`src/rtl/memory_controller_pkg.sv`:
```
// memory_controller_pkg: shared FSM state, access-size and IO-address encodings
package memory_controller_pkg;
  typedef enum logic [1:0] {IDLE, FETCH, LOAD, STORE} state_t;
  localparam logic [1:0] SIZE_BYTE = 2'b00;
  localparam logic [1:0] SIZE_HALF = 2'b01;
  localparam logic [1:0] IO_TAG = 2'b11;
  function automatic logic [2:0] size_len(input logic [1:0] size);
    return size == SIZE_BYTE ? 3'd1 : size == SIZE_HALF ? 3'd2 : 3'd4;
  endfunction
endpackage

```
`src/rtl/memory_controller.sv`:
```
// memory_controller: arbitrates IF and LSB onto the byte-wide RAM port, one byte per cycle
module memory_controller
  import memory_controller_pkg::*;
#(
  parameter int ADDR_W = 32,
  parameter int IO_MASK_BIT = 17
) (
  input  logic              clk_in,
  input  logic              rst_in,
  input  logic              rdy_in,
  input  logic              roll_back,
  input  logic              io_buffer_full,
  input  logic [7:0]        mem_din,
  output logic [7:0]        mem_dout,
  output logic [ADDR_W-1:0] mem_a,
  output logic              mem_wr,
  input  logic              fetch_start,
  input  logic [ADDR_W-1:0] pc_in,
  output logic              finish_fetch,
  output logic [31:0]       instruction_out,
  output logic              is_idle,
  input  logic              lsb_start,
  input  logic              lsb_is_store,
  input  logic [1:0]        lsb_size,
  input  logic [ADDR_W-1:0] lsb_addr,
  input  logic [31:0]       lsb_wdata,
  output logic              lsb_finish,
  output logic [31:0]       lsb_rdata
);
  state_t state, state_nx;
  logic [2:0] cnt, len, k;
  logic [1:0] kb;
  logic [ADDR_W-1:0] base, addr_k;
  logic [31:0] wdata;
  logic last_lsb, wr_reg, lsb_io, if_req, lsb_req, grant_if, grant_lsb, last_k, done;
  assign mem_wr = wr_reg & rdy_in;
  assign is_idle = state == IDLE;
  // k is the index of the edge being taken, counted from the grant edge
  always_comb begin
    k = cnt + 3'd1;
    kb = k[1:0] - 2'd2;
    addr_k = base + ADDR_W'(k);
    lsb_io = lsb_addr[IO_MASK_BIT -: 2] == IO_TAG;
    if_req = fetch_start & ~roll_back;
    lsb_req = lsb_start & (lsb_is_store ? ~(lsb_io & io_buffer_full) : ~roll_back);
    grant_lsb = lsb_req & (~if_req | ~last_lsb);
    grant_if = if_req & ~grant_lsb;
    last_k = state == STORE ? k == len : k == len + 3'd1;
    done = state != IDLE & last_k & (state == STORE | ~roll_back);
    state_nx = state == IDLE ? (grant_lsb ? (lsb_is_store ? STORE : LOAD) : grant_if ? FETCH : IDLE)
             : (last_k | (roll_back & state != STORE)) ? IDLE : state;
  end
  always_ff @(posedge clk_in or negedge rst_in)
    if (!rst_in) begin
      state <= IDLE;
      cnt <= '0;
      len <= '0;
      base <= '0;
      wdata <= '0;
      last_lsb <= 1'b0;
      wr_reg <= 1'b0;
      mem_a <= '0;
      mem_dout <= '0;
      finish_fetch <= 1'b0;
      lsb_finish <= 1'b0;
    end else if (rdy_in) begin
      state <= state_nx;
      finish_fetch <= done & state == FETCH;
      lsb_finish <= done & state != FETCH;
      if (state == IDLE) begin
        if (grant_lsb | grant_if) begin
          base <= grant_lsb ? lsb_addr : pc_in;
          mem_a <= grant_lsb ? lsb_addr : pc_in;
          len <= grant_lsb ? size_len(lsb_size) : 3'd4;
          wdata <= lsb_wdata;
          last_lsb <= grant_lsb;
          wr_reg <= grant_lsb & lsb_is_store;
          mem_dout <= lsb_wdata[7:0];
          cnt <= '0;
        end
      end else begin
        cnt <= state_nx == IDLE ? 3'd0 : k;
        if (k < len) mem_a <= addr_k;
        if (state == STORE) begin
          wr_reg <= k < len;
          if (k < len) mem_dout <= wdata[{k[1:0], 3'b000} +: 8];
        end
      end
    end
  // RAM returns each byte one cycle late, so edge k captures byte k-2
  always_ff @(posedge clk_in or negedge rst_in)
    if (!rst_in) begin
      instruction_out <= '0;
      lsb_rdata <= '0;
    end else if (rdy_in) begin
      if (state == IDLE && grant_lsb && !lsb_is_store) lsb_rdata <= '0;
      if (state == FETCH && k >= 3'd2) instruction_out[{kb, 3'b000} +: 8] <= mem_din;
      if (state == LOAD && k >= 3'd2) lsb_rdata[{kb, 3'b000} +: 8] <= mem_din;
    end
endmodule

```
`config.mk`:
```
export PLATFORM = sky130hd
export DESIGN_NAME = memory_controller
export DESIGN_NICKNAME = d
export VERILOG_FILES = /design/src/rtl/memory_controller_pkg.sv /design/src/rtl/memory_controller.sv
export SDC_FILE = /design/constraint.sdc
export NUM_CORES = 1
export LEC_CHECK = 0
export CAP_MARGIN = 30
export CORE_ASPECT_RATIO = 0.8
export CORE_MARGIN = 3
export CORE_UTILIZATION = 45
export CTS_CLUSTER_SIZE = 30
export DETAILED_ROUTE_END_ITERATION = 8
export GPL_TIMING_DRIVEN = 0
export PLACE_DENSITY_LB_ADDON = 0.15
export SLEW_MARGIN = 5
export SYNTH_ARGS = -nofsm -noshare
export SYNTH_HDL_FRONTEND = slang
export SYNTH_SLANG_ARGS = --single-unit
```
`constraint.sdc`:
```
create_clock -name clk_in -period 2.8 [get_ports clk_in]
set_input_delay 0.84 -clock clk_in [delete_from_list [all_inputs] [get_ports clk_in]]
set_output_delay 0.84 -clock clk_in [all_outputs]
set_load 0.03 [all_outputs]
```
==> flow_metrics.py, run 1 <==
metrics = {
    "timing": {
        "fmax_mhz": 367,
        "final_max_slew_viol_count": 0,
        "period_minus_slack_ns": 2.72,
        "setup-tns-final_ns": 0,
        "setup-violations-final": 0,
        "worstMarginPinSlew_ns": 0.720,
        "final.setup_skew_ns": 0.0115,
        "slew_headroom_pct": 52.0,
        "worst_slack_ns": 0.0752,
        "hold_violations": 0,
        "whs_ns": 0.342,
        "fin_crit_sh_pct": 97.3,
    },
    "pwr": {
        "irDropWorstVdd_v": 0.000480,
        "powerDensity_mw_per_mm2": 959,
        "power_mw": 11.6,
        "leakage_nw": 5.31,
    },
    "final_layout": {
        "area_delta_synth_final_pct": 36.8,
        "postLayoutCellArea_mm2": 0.0120,
        "layout.nets": 1156,
        "layout_commonest_cell": "clkdlybuf4s50_1",
        "final_cell_mix": "209 x clkdlybuf4s50_1, 179 x dfrtp_1, 100 x nand2_1, 75 x o21ai_0, 43 x a22o_1",
        "diodes": 0,
        "drive_gt1_share_pct": 14.9,
    },
    "detailed_routing": {
        "drc": 0,
        "via_count": 7084,
        "drtAntennaViolNets": 0,
        "drt_iter0_drc": 485,
        "avgViaCountPerCell": 5.46,
        "post_drt_wl_per_cell_um": 19.1,
        "dr_wl_met3_um": 1910,
        "drtPass1Iterations": 5,
        "wl_met2_um": 11100,
        "highest_layer": "met4",
        "m1WireLength_um": 11500,
        "routed_wl_um": 24700,
    },
    "clock_network": {
        "clkLatencyLatePin_ns": 0.44,
        "cts_hold_buf": 0,
        "cts_buffer_depth": 2,
        "path_clk_slew_ns": 0.08,
        "h-tree-depth": 4,
        "cts.sink_count": 180,
        "clockRootBuffer": "clkbuf_16",
        "cts_tree": "built",
        "cts_buffers": 17,
    },
    "worst_hold_path": {
        "hold_path.class": "in2async",
    },
    "floorplan": {
        "num_io_pins": 222,
        "initial_utilization_pct": 46.1,
        "die_area_mm2": 0.0213,
        "fp.coreArea_mm2": 0.0191,
        "chipHeight_um": 131,
        "num_rows": 45,
        "die_w_um": 162,
    },
    "global_routing": {
        "grt_pass1_wl_um": 39000,
        "antenna_found_initial": 0,
        "grt_max_degree": 107,
        "grt_pass1_vias": 6985,
        "grt-ovfl-total": 0,
        "grt_use_total_pct": 23.4,
    },
    "synthesis": {
        "synth_edf_count": 0,
        "syn_area_mm2": 0.00880,
        "synth_fp_nets": 917,
        "yosysSeqAreaShare_pct": 51.2,
        "yosys_warnings": 0,
        "synth.distinct_cells": 61,
        "ys_ff_latch": 180,
        "ys_async_sr_fraction_pct": 100,
        "postSynthCellCount": 787,
        "avgSynthCellArea_um2": 11.2,
        "ys.flop_type": "dfrtp_1",
    },
    "worst_setup_path": {
        "crit_required_ns": 1.96,
        "critPathMaxStageDelay_ns": 0.40,
        "cp-startpoint": "rdy_in",
        "regToRegSetupSlack_ns": 0.11,
        "worstSetupStartpointType": "input port",
        "path_cells": "buf_2, clkbuf_2, and2_1, clkdlybuf4s15_1",
        "crit_type": "in2out",
        "crit_path_end_kind": "output pin",
        "r2r-end": "mem_a[26]$_DFFE_PN0P_",
        "crit_slowest_cell": "clkdlybuf4s15_1",
        "critPathMaxFanout": 10,
        "crit_arrival_ns": 1.88,
        "ff2ff_path_depth": 10,
        "cp-endpoint": "mem_wr",
        "rr_startpoint": "cnt[1]$_DFFE_PN0P_",
    },
    "status": {
        "status": "completed",
    },
    "placed_design": {
        "routabilityCongestion": 0.870,
        "io_buffers": 212,
        "hpwl_um": 17900,
        "placed_area_mm2": 0.0113,
        "place_ws_ns": -0.723,
    },
    "flow_run": {
        "drv_cap": 0,
    },
}
## cell usage after synthesis (2+ instances only)
cell type | n | area (um2)
dfrtp_1 | 180 | 4500
nand2_1 | 100 | 375
o21ai_0 | 75 | 375
a22o_1 | 43 | 377
mux2_2 | 42 | 473
mux2i_1 | 41 | 410
nor2_1 | 30 | 113
inv_1 | 22 | 82.6
xor2_1 | 21 | 184
a21o_1 | 19 | 143
ha_1 | 15 | 188
a221o_1 | 14 | 140
nor3_1 | 13 | 65.1
buf_2 | 12 | 60.1
and2_1 | 10 | 62.6
buf_1 | 10 | 37.5
clkbuf_1 | 10 | 37.5
nand4_1 | 10 | 62.6
a21oi_1 | 9 | 45.0
buf_4 | 8 | 60.1
mux4_2 | 8 | 180
buf_6 | 6 | 67.6
and3_1 | 5 | 31.3
and4_1 | 5 | 43.8
nand2b_1 | 5 | 31.3
nand3_1 | 5 | 25.0
nor2b_1 | 5 | 31.3
o2111ai_1 | 5 | 43.8
a211oi_1 | 4 | 30.0
nor4_1 | 4 | 25.0
o21ai_1 | 4 | 20.0
nand4b_1 | 3 | 26.3
nor3_2 | 3 | 30.0
nor3b_1 | 3 | 22.5
nor4_2 | 3 | 37.5
o31ai_1 | 3 | 22.5
xnor2_1 | 3 | 26.3
a2bb2oi_1 | 2 | 17.5
nor2_2 | 2 | 12.5
nor3_4 | 2 | 32.5
o21a_1 | 2 | 15.0
o22ai_1 | 2 | 12.5
## cell families (layout without fill, tap and decap cells)
logic type	Yosys count	after routing	share of synthesized area (%)
and+or+nand+nor	215	215	12.6
AOI/OAI and AO/OA	191	191	15.1
DFF	180	180	51.2
muxes	92	92	12.2
buffers and inverters	68	320	3.92
xor gates and xnor gates	25	25	2.57
adders and majority gates	16	16	2.36
## final cells by class
type | instances | area (um2)
inverters | 22 | 82.6
multi-input cells | 539 | 4070
repair buffers | 220 | 2220
clock buffers | 17 | 425
well taps | 258 | 323
fillers | 1577 | 7040
flip-flops and latches | 180 | 4510
plain buffers | 46 | 273
clock inverters | 15 | 149
## worst min-delay path by stage
stage	from	endpoint	slack (ns)	depth (start not counted)
2_1_floorplan	base[0]$_DFFE_PN0P_	base[0]$_DFFE_PN0P_	0.45	2
3_3_place_gp	mem_a[0]$_DFFE_PN0P_	mem_a[0]$_DFFE_PN0P_	0.46	1
3_5_place_dp	mem_a[0]$_DFFE_PN0P_	mem_a[0]$_DFFE_PN0P_	0.47	1
4_1_cts	rst_in	mem_a[12]$_DFFE_PN0P_	0.37	1
5_1_grt	rst_in	mem_a[12]$_DFFE_PN0P_	0.38	1
6_report	rst_in	mem_a[12]$_DFFE_PN0P_	0.34	1
## what timing repair did
| action | 4_1_cts | 5_1_grt |
|---|---|---|
| endpoints found under the setup margin | 68 | 35 |
| pin swaps | 6 | 3 |
| resized for setup | 20 | 9 |
| gates cloned | 0 | 0 |
| setup buffers | 5 | 2 |
## through the flow
| step | cells | util, % |
|---|---|---|
| final | 1297 | 63.1 |
| after global routing | 1297 | 63.1 |
| after floorplan | 787 | - |
| after detailed placement | 1258 | 59.1 |
| after CTS | 1295 | 62.8 |
| after global placement | 1257 | 59.0 |
## critical path: cells and delay by family
family | cells | cell delay [ns]
simple gates | 1 | 0.16
buf+inv | 3 | 0.88
## per-layer routing
layer / vias to the layer above / track usage [%]
li1: 3332 / -
met1: 3470 / 34.8
met2: 259 / 34.4
met3: 23 / 6.11
met4: 0 / 5.83
met5: - / 0
## power by group
| part | internal (mW) | switching (mW) | total, mW | leakage [nW] |
|---|---|---|---|---|
| sequential | 3.50 | 0.635 | 4.14 | 2.31 |
| combinational | 2.28 | 2.80 | 5.08 | 2.74 |
| clock | 1.18 | 1.16 | 2.34 | 0.261 |
(Power assumes the default switching activity.)
==> run 2, diff against run 1 <==
--- a/config.mk
+++ b/config.mk
@@ -6,9 +6,11 @@
 export NUM_CORES = 1
 export LEC_CHECK = 0
 export CAP_MARGIN = 30
+export CELL_PAD_IN_SITES_DETAIL_PLACEMENT = 0
+export CELL_PAD_IN_SITES_GLOBAL_PLACEMENT = 1
 export CORE_ASPECT_RATIO = 0.8
 export CORE_MARGIN = 3
-export CORE_UTILIZATION = 45
+export CORE_UTILIZATION = 35
 export CTS_CLUSTER_SIZE = 30
 export DETAILED_ROUTE_END_ITERATION = 8
 export GPL_TIMING_DRIVEN = 0
==> run 2 against run 1 <==
Against the previous run:
- highest routed layer unchanged
- die area grew 27%
- count of clock-buffer cells in the layout is the same
- sequential share of layout area shrank 0.38 points
- routed wire length grew 6.4%
- global-route usage shrank 3.9 points
- combinational power is essentially flat
- via count shrank 1.9%
- first-iteration DRC count shrank 26%
- maximum frequency grew 1.7%
==> flow_metrics.py, run 2 (synthesized netlist as in run 1, its figures left out) <==
metrics = {
    "final_layout": {
        "n_fill_cell": 2279,
        "area_delta_synth_final_pct": 38.2,
        "layout.nets": 1158,
        "layout_commonest_cell": "clkdlybuf4s50_1",
        "utilization_pct": 49.5,
        "diodes": 0,
        "drive_gt1_share_pct": 14.9,
        "final_cell_mix": "209 x clkdlybuf4s50_1, 179 x dfrtp_1, 100 x nand2_1, 75 x o21ai_0, 43 x a22o_1",
    },
    "global_routing": {
        "grt_pass1_vias": 7093,
        "antenna_found_initial": 0,
        "grt-ovfl-total": 0,
        "grt_pass1_wl_um": 41200,
        "grt_use_total_pct": 19.5,
        "grt_max_degree": 105,
    },
    "timing": {
        "worstMarginPinSlew_ns": 0.741,
        "final_max_slew_viol_count": 0,
        "final.setup_skew_ns": 0.0157,
        "hold_violations": 0,
        "rsz0062_at_grt": "no",
        "period_minus_slack_ns": 2.68,
        "whs_ns": 0.349,
        "fmax_mhz": 373,
        "worst_slack_ns": 0.120,
        "setup-violations-final": 0,
        "fin_crit_sh_pct": 95.7,
        "slew_headroom_pct": 50.3,
    },
    "status": {
        "status": "completed",
    },
    "worst_setup_path": {
        "crit_slowest_cell": "dfrtp_2",
        "critPathTopFamily": "adder cells",
        "crit_buf_inv": 3,
        "r2r-end": "mem_a[18]$_DFFE_PN0P_",
        "rr_startpoint": "cnt[0]$_DFFE_PN0P_",
        "ff2ff_path_depth": 10,
        "critPathMaxStageDelay_ns": 0.43,
        "crit_path_end_kind": "flop",
        "crit_required_ns": 3.12,
        "path_cells": "clkinvlp_4, ha_4, inv_1, fa_2, nor2b_4, o2111ai_4, buf_6, nor2_1, xor2_1, a221o_1",
        "crit_arrival_ns": 3.00,
        "crit_type": "reg2reg",
        "cp-endpoint": "mem_a[18]$_DFFE_PN0P_",
        "cp-startpoint": "cnt[0]$_DFFE_PN0P_",
        "cp.depth": 10,
        "regToRegSetupSlack_ns": 0.12,
        "critPathMaxFanout": 7,
        "worstSetupStartpointType": "flop",
    },
    "detailed_routing": {
        "post_drt_wl_per_cell_um": 19.4,
        "drt_iter0_drc": 358,
        "via_count": 6949,
        "drtPass1Iterations": 5,
        "drtAntennaViolNets": 0,
        "routed_wl_um": 26300,
        "drc": 0,
        "avgViaCountPerCell": 5.11,
    },
    "placed_design": {
        "routabilityCongestion": 0.793,
        "hpwl_um": 19400,
        "place_ws_ns": -0.833,
        "io_buffers": 212,
    },
    "floorplan": {
        "fp.coreArea_mm2": 0.0246,
        "die_w_um": 183,
        "chipHeight_um": 148,
        "num_rows": 51,
        "initial_utilization_pct": 35.8,
        "die_area_mm2": 0.0271,
        "num_io_pins": 222,
    },
    "clock_network": {
        "cts_hold_buf": 0,
        "cts_buffer_depth": 2,
        "cts.sink_count": 180,
        "path_clk_slew_ns": 0.08,
        "clkLatencyLatePin_ns": 0.44,
        "h-tree-depth": 4,
        "clockRootBuffer": "clkbuf_16",
        "cts_tree": "built",
        "cts_buffers": 17,
    },
    "pwr": {
        "leakage_nw": 5.36,
        "clockPowerShare_pct": 21.5,
        "powerDensity_mw_per_mm2": 968,
        "power_mw": 11.8,
        "p_switching_mw": 4.67,
        "irDropWorstVdd_v": 0.000435,
        "p_int_mw": 7.10,
        "p_seq_share_pct": 35.2,
        "switching_share_pct": 39.7,
        "pwr-share-comb_pct": 43.3,
    },
    "flow_run": {
        "drv_cap": 0,
    },
    "worst_hold_path": {
        "hold_path.class": "in2async",
    },
}
==> run 2: final cells by class <==
cell class              instances  area (um2)  area share (%)
flip-flops and latches        180        4510            37.0
multi-input cells             539        4040            33.2
plain buffers                  45         265            2.18
well taps                     318         398            3.27
clock buffers                  17         425            3.50
inverters                      22        86.3           0.710
repair buffers                223        2240            18.4
clock inverters                15         203            1.67
==> run 2: metal layers <==
| metal | global-route usage (%) | routed length (um) | vias up | part of all wire, % |
|---|---|---|---|---|
| met4 | 4.00 | 177 | 0 | 0.67 |
| met3 | 4.75 | 1660 | 11 | 6.3 |
| met5 | 0 | 0 | - | 0 |
| li1 | - | - | 3331 | - |
| met2 | 29.3 | 11300 | 182 | 43 |
| met1 | 28.9 | 13100 | 3425 | 50 |
==> run 2: worst min path at each step <==
stage | to | slack, ns | depth (start not counted)
2_1_floorplan | base[0]$_DFFE_PN0P_ | 0.45 | 2
3_3_place_gp | mem_a[14]$_DFFE_PN0P_ | 0.46 | 2
3_5_place_dp | mem_a[6]$_DFFE_PN0P_ | 0.47 | 2
4_1_cts | mem_a[10]$_DFFE_PN0P_ | 0.38 | 1
5_1_grt | mem_a[10]$_DFFE_PN0P_ | 0.40 | 1
6_report | mem_a[10]$_DFFE_PN0P_ | 0.35 | 1
==> run 2: repair_timing <==
action,4_1_cts,5_1_grt
setup endpoints to repair,76,28
resized for setup,13,14
buffers inserted,4,6
pin swaps,3,7
==> run 2: power by group through the flow <==
| stage | Clock, mW | Combinational [mW] | Sequential, mW |
|---|---|---|---|
| 2_1_floorplan | 0 | 2.46 | 4.80 |
| 3_3_place_gp | 0 | 5.00 | 4.17 |
| 3_5_place_dp | 0 | 5.03 | 4.18 |
| 4_1_cts | 2.58 | 5.11 | 4.14 |
| 5_1_grt | 2.69 | 5.53 | 4.27 |
| 6_report | 2.53 | 5.10 | 4.14 |
==> run 2: per-stage QoR <==
| step | instances | TNS, ns | cell area, um2 |
|---|---|---|---|
| finish | 1359 | 0 | 12200 |
| floorplan | 787 | 0 | 8810 |
| CTS | 1353 | 0 | 12100 |
| global placement | 1317 | -1301.77 | 11300 |
| global route | 1359 | 0 | 12200 |
| detailed placement | 1318 | -36.25 | 11400 |
==> run 3, diff against run 2 <==
--- a/config.mk
+++ b/config.mk
@@ -19,3 +19,4 @@
 export SYNTH_ARGS = -nofsm -noshare
 export SYNTH_HDL_FRONTEND = slang
 export SYNTH_SLANG_ARGS = --single-unit
+export TNS_END_PERCENT = 5
==> run 3 against run 2 <==
Against the previous run:
- clock skew grew 0.00065 ns
- routed wire length shrank 0.27%
- cell count shrank 0.37%
- worst setup slack lost 0.041 ns
- clock power is essentially flat
- non-clock buffer count shrank 5
==> flow_metrics.py, run 3 (synthesized netlist as in run 1, its figures left out) <==
metrics = {
    "status": {
        "status": "completed",
    },
    "pwr": {
        "p_switching_mw": 4.67,
        "leakage_nw": 5.33,
        "irDropWorstVdd_v": 0.000434,
        "p_seq_share_pct": 35.3,
        "power_mw": 11.8,
        "clockPowerShare_pct": 21.5,
        "switching_share_pct": 39.7,
        "powerDensity_mw_per_mm2": 968,
        "pwr-share-comb_pct": 43.2,
        "p_int_mw": 7.08,
    },
    "floorplan": {
        "fp.coreArea_mm2": 0.0246,
        "num_io_pins": 222,
        "die_w_um": 183,
        "die_area_mm2": 0.0271,
        "initial_utilization_pct": 35.8,
        "chipHeight_um": 148,
        "num_rows": 51,
    },
    "timing": {
        "hold_violations": 0,
        "rsz0062_at_grt": "yes",
        "whs_ns": 0.344,
        "setup-violations-final": 0,
        "fin_crit_sh_pct": 97.2,
        "worst_slack_ns": 0.0797,
        "final.setup_skew_ns": 0.0164,
        "period_minus_slack_ns": 2.72,
        "fmax_mhz": 368,
        "worstMarginPinSlew_ns": 0.740,
        "final_max_slew_viol_count": 0,
        "slew_headroom_pct": 50.4,
    },
    "clock_network": {
        "cts.sink_count": 180,
        "path_clk_slew_ns": 0.08,
        "cts_tree": "built",
        "h-tree-depth": 4,
        "cts_buffers": 17,
        "cts_buffer_depth": 2,
        "clkLatencyLatePin_ns": 0.44,
        "clockRootBuffer": "clkbuf_16",
    },
    "worst_setup_path": {
        "crit_type": "reg2reg",
        "cp-startpoint": "cnt[0]$_DFFE_PN0P_",
        "regToRegSetupSlack_ns": 0.08,
        "critPathTopFamily": "adder cells",
        "crit_required_ns": 3.12,
        "ff2ff_path_depth": 9,
        "crit_arrival_ns": 3.04,
        "critPathMaxFanout": 8,
        "rr_startpoint": "cnt[0]$_DFFE_PN0P_",
        "critPathMaxStageDelay_ns": 0.43,
        "crit_slowest_cell": "dfrtp_2",
        "r2r-end": "mem_a[22]$_DFFE_PN0P_",
        "crit_buf_inv": 2,
        "worstSetupStartpointType": "flop",
        "path_cells": "clkinvlp_4, ha_4, inv_1, fa_2, nor2b_4, o2111ai_4, nor3b_1, xor2_1, a221o_1",
        "crit_path_end_kind": "flop",
    },
    "final_layout": {
        "postLayoutCellArea_mm2": 0.0121,
        "layout_commonest_cell": "clkdlybuf4s50_1",
        "final_cell_mix": "209 x clkdlybuf4s50_1, 179 x dfrtp_1, 100 x nand2_1, 75 x o21ai_0, 43 x a22o_1",
        "area_delta_synth_final_pct": 37.8,
        "drive_gt1_share_pct": 14.6,
        "n_fill_cell": 2283,
        "diodes": 0,
        "layout.nets": 1153,
        "utilization_pct": 49.4,
    },
    "detailed_routing": {
        "avgViaCountPerCell": 5.13,
        "via_count": 6941,
        "drtPass1Iterations": 5,
        "drc": 0,
        "drtAntennaViolNets": 0,
        "drt_iter0_drc": 362,
        "post_drt_wl_per_cell_um": 19.4,
        "routed_wl_um": 26200,
    },
    "global_routing": {
        "grt_max_degree": 105,
        "grt_pass1_wl_um": 41200,
        "grt_pass1_vias": 7093,
        "antenna_found_initial": 0,
        "grt_use_total_pct": 19.5,
        "grt-ovfl-total": 0,
    },
    "placed_design": {
        "hpwl_um": 19400,
        "placed_area_mm2": 0.0114,
        "io_buffers": 212,
        "routabilityCongestion": 0.793,
        "place_ws_ns": -0.833,
    },
    "flow_run": {
        "drv_cap": 0,
    },
    "worst_hold_path": {
        "hold_path.class": "in2async",
    },
}
==> run 3: changes by cell type in the layout (fill, tap and decap cells not counted), sizes merged <==
cell	delta
buf	-5
==> run 3: through the flow <==
| step | instances | TNS [ns] |
|---|---|---|
| 3_3_place_gp | 1317 | -1301.77 |
| 6_report | 1354 | 0 |
| 5_1_grt | 1354 | -0.0195 |
| 2_1_floorplan | 787 | 0 |
| 4_1_cts | 1353 | 0 |
| 3_5_place_dp | 1318 | -36.25 |
==> run 3: final cells by class <==
type	count	area, um2	share of cell area (%)
flip-flops and latches	180	4510	37.1
multi-input cells	539	4050	33.4
repair buffers	218	2200	18.1
clock buffers	17	425	3.51
well taps	318	398	3.28
plain buffers	45	265	2.19
clock inverters	15	203	1.67
inverters	22	86.3	0.711
==> run 3: worst max-delay path by stage <==
stage                                  to  cells past startpoint
floorplan           mem_a[22]$_DFFE_PN0P_                     10
global placement    wdata[14]$_DFFE_PN0P_                      1
detailed placement  mem_a[26]$_DFFE_PN0P_                     10
CTS                               is_idle                      3
global route        mem_a[22]$_DFFE_PN0P_                      9
finish              mem_a[22]$_DFFE_PN0P_                      9
==> run 3: what timing repair did <==
item / 4_1_cts / 5_1_grt
resized for setup: 13 / 14
hold buffers: 0 / 0
setup endpoints to repair: 76 / 28
pin swaps: 3 / 4
buffers inserted: 4 / 1
==> run 3: power groups by stage <==
stage               clock network, mW  registers (mW)  logic [mW]
floorplan                           0            4.80        2.46
global placement                    0            4.17        5.00
detailed placement                  0            4.18        5.03
CTS                              2.58            4.14        5.11
global route                     2.69            4.27        5.51
finish                           2.53            4.14        5.08
==> run 3: routing by layer <==
metal | vias to the layer above | track usage (%) | share of wire [%]
li1 | 3321 | - | -
met2 | 183 | 29.3 | 43
met4 | 0 | 4.00 | 0.63
met5 | - | 0 | 0
met3 | 13 | 4.75 | 6.5
met1 | 3424 | 28.9 | 50
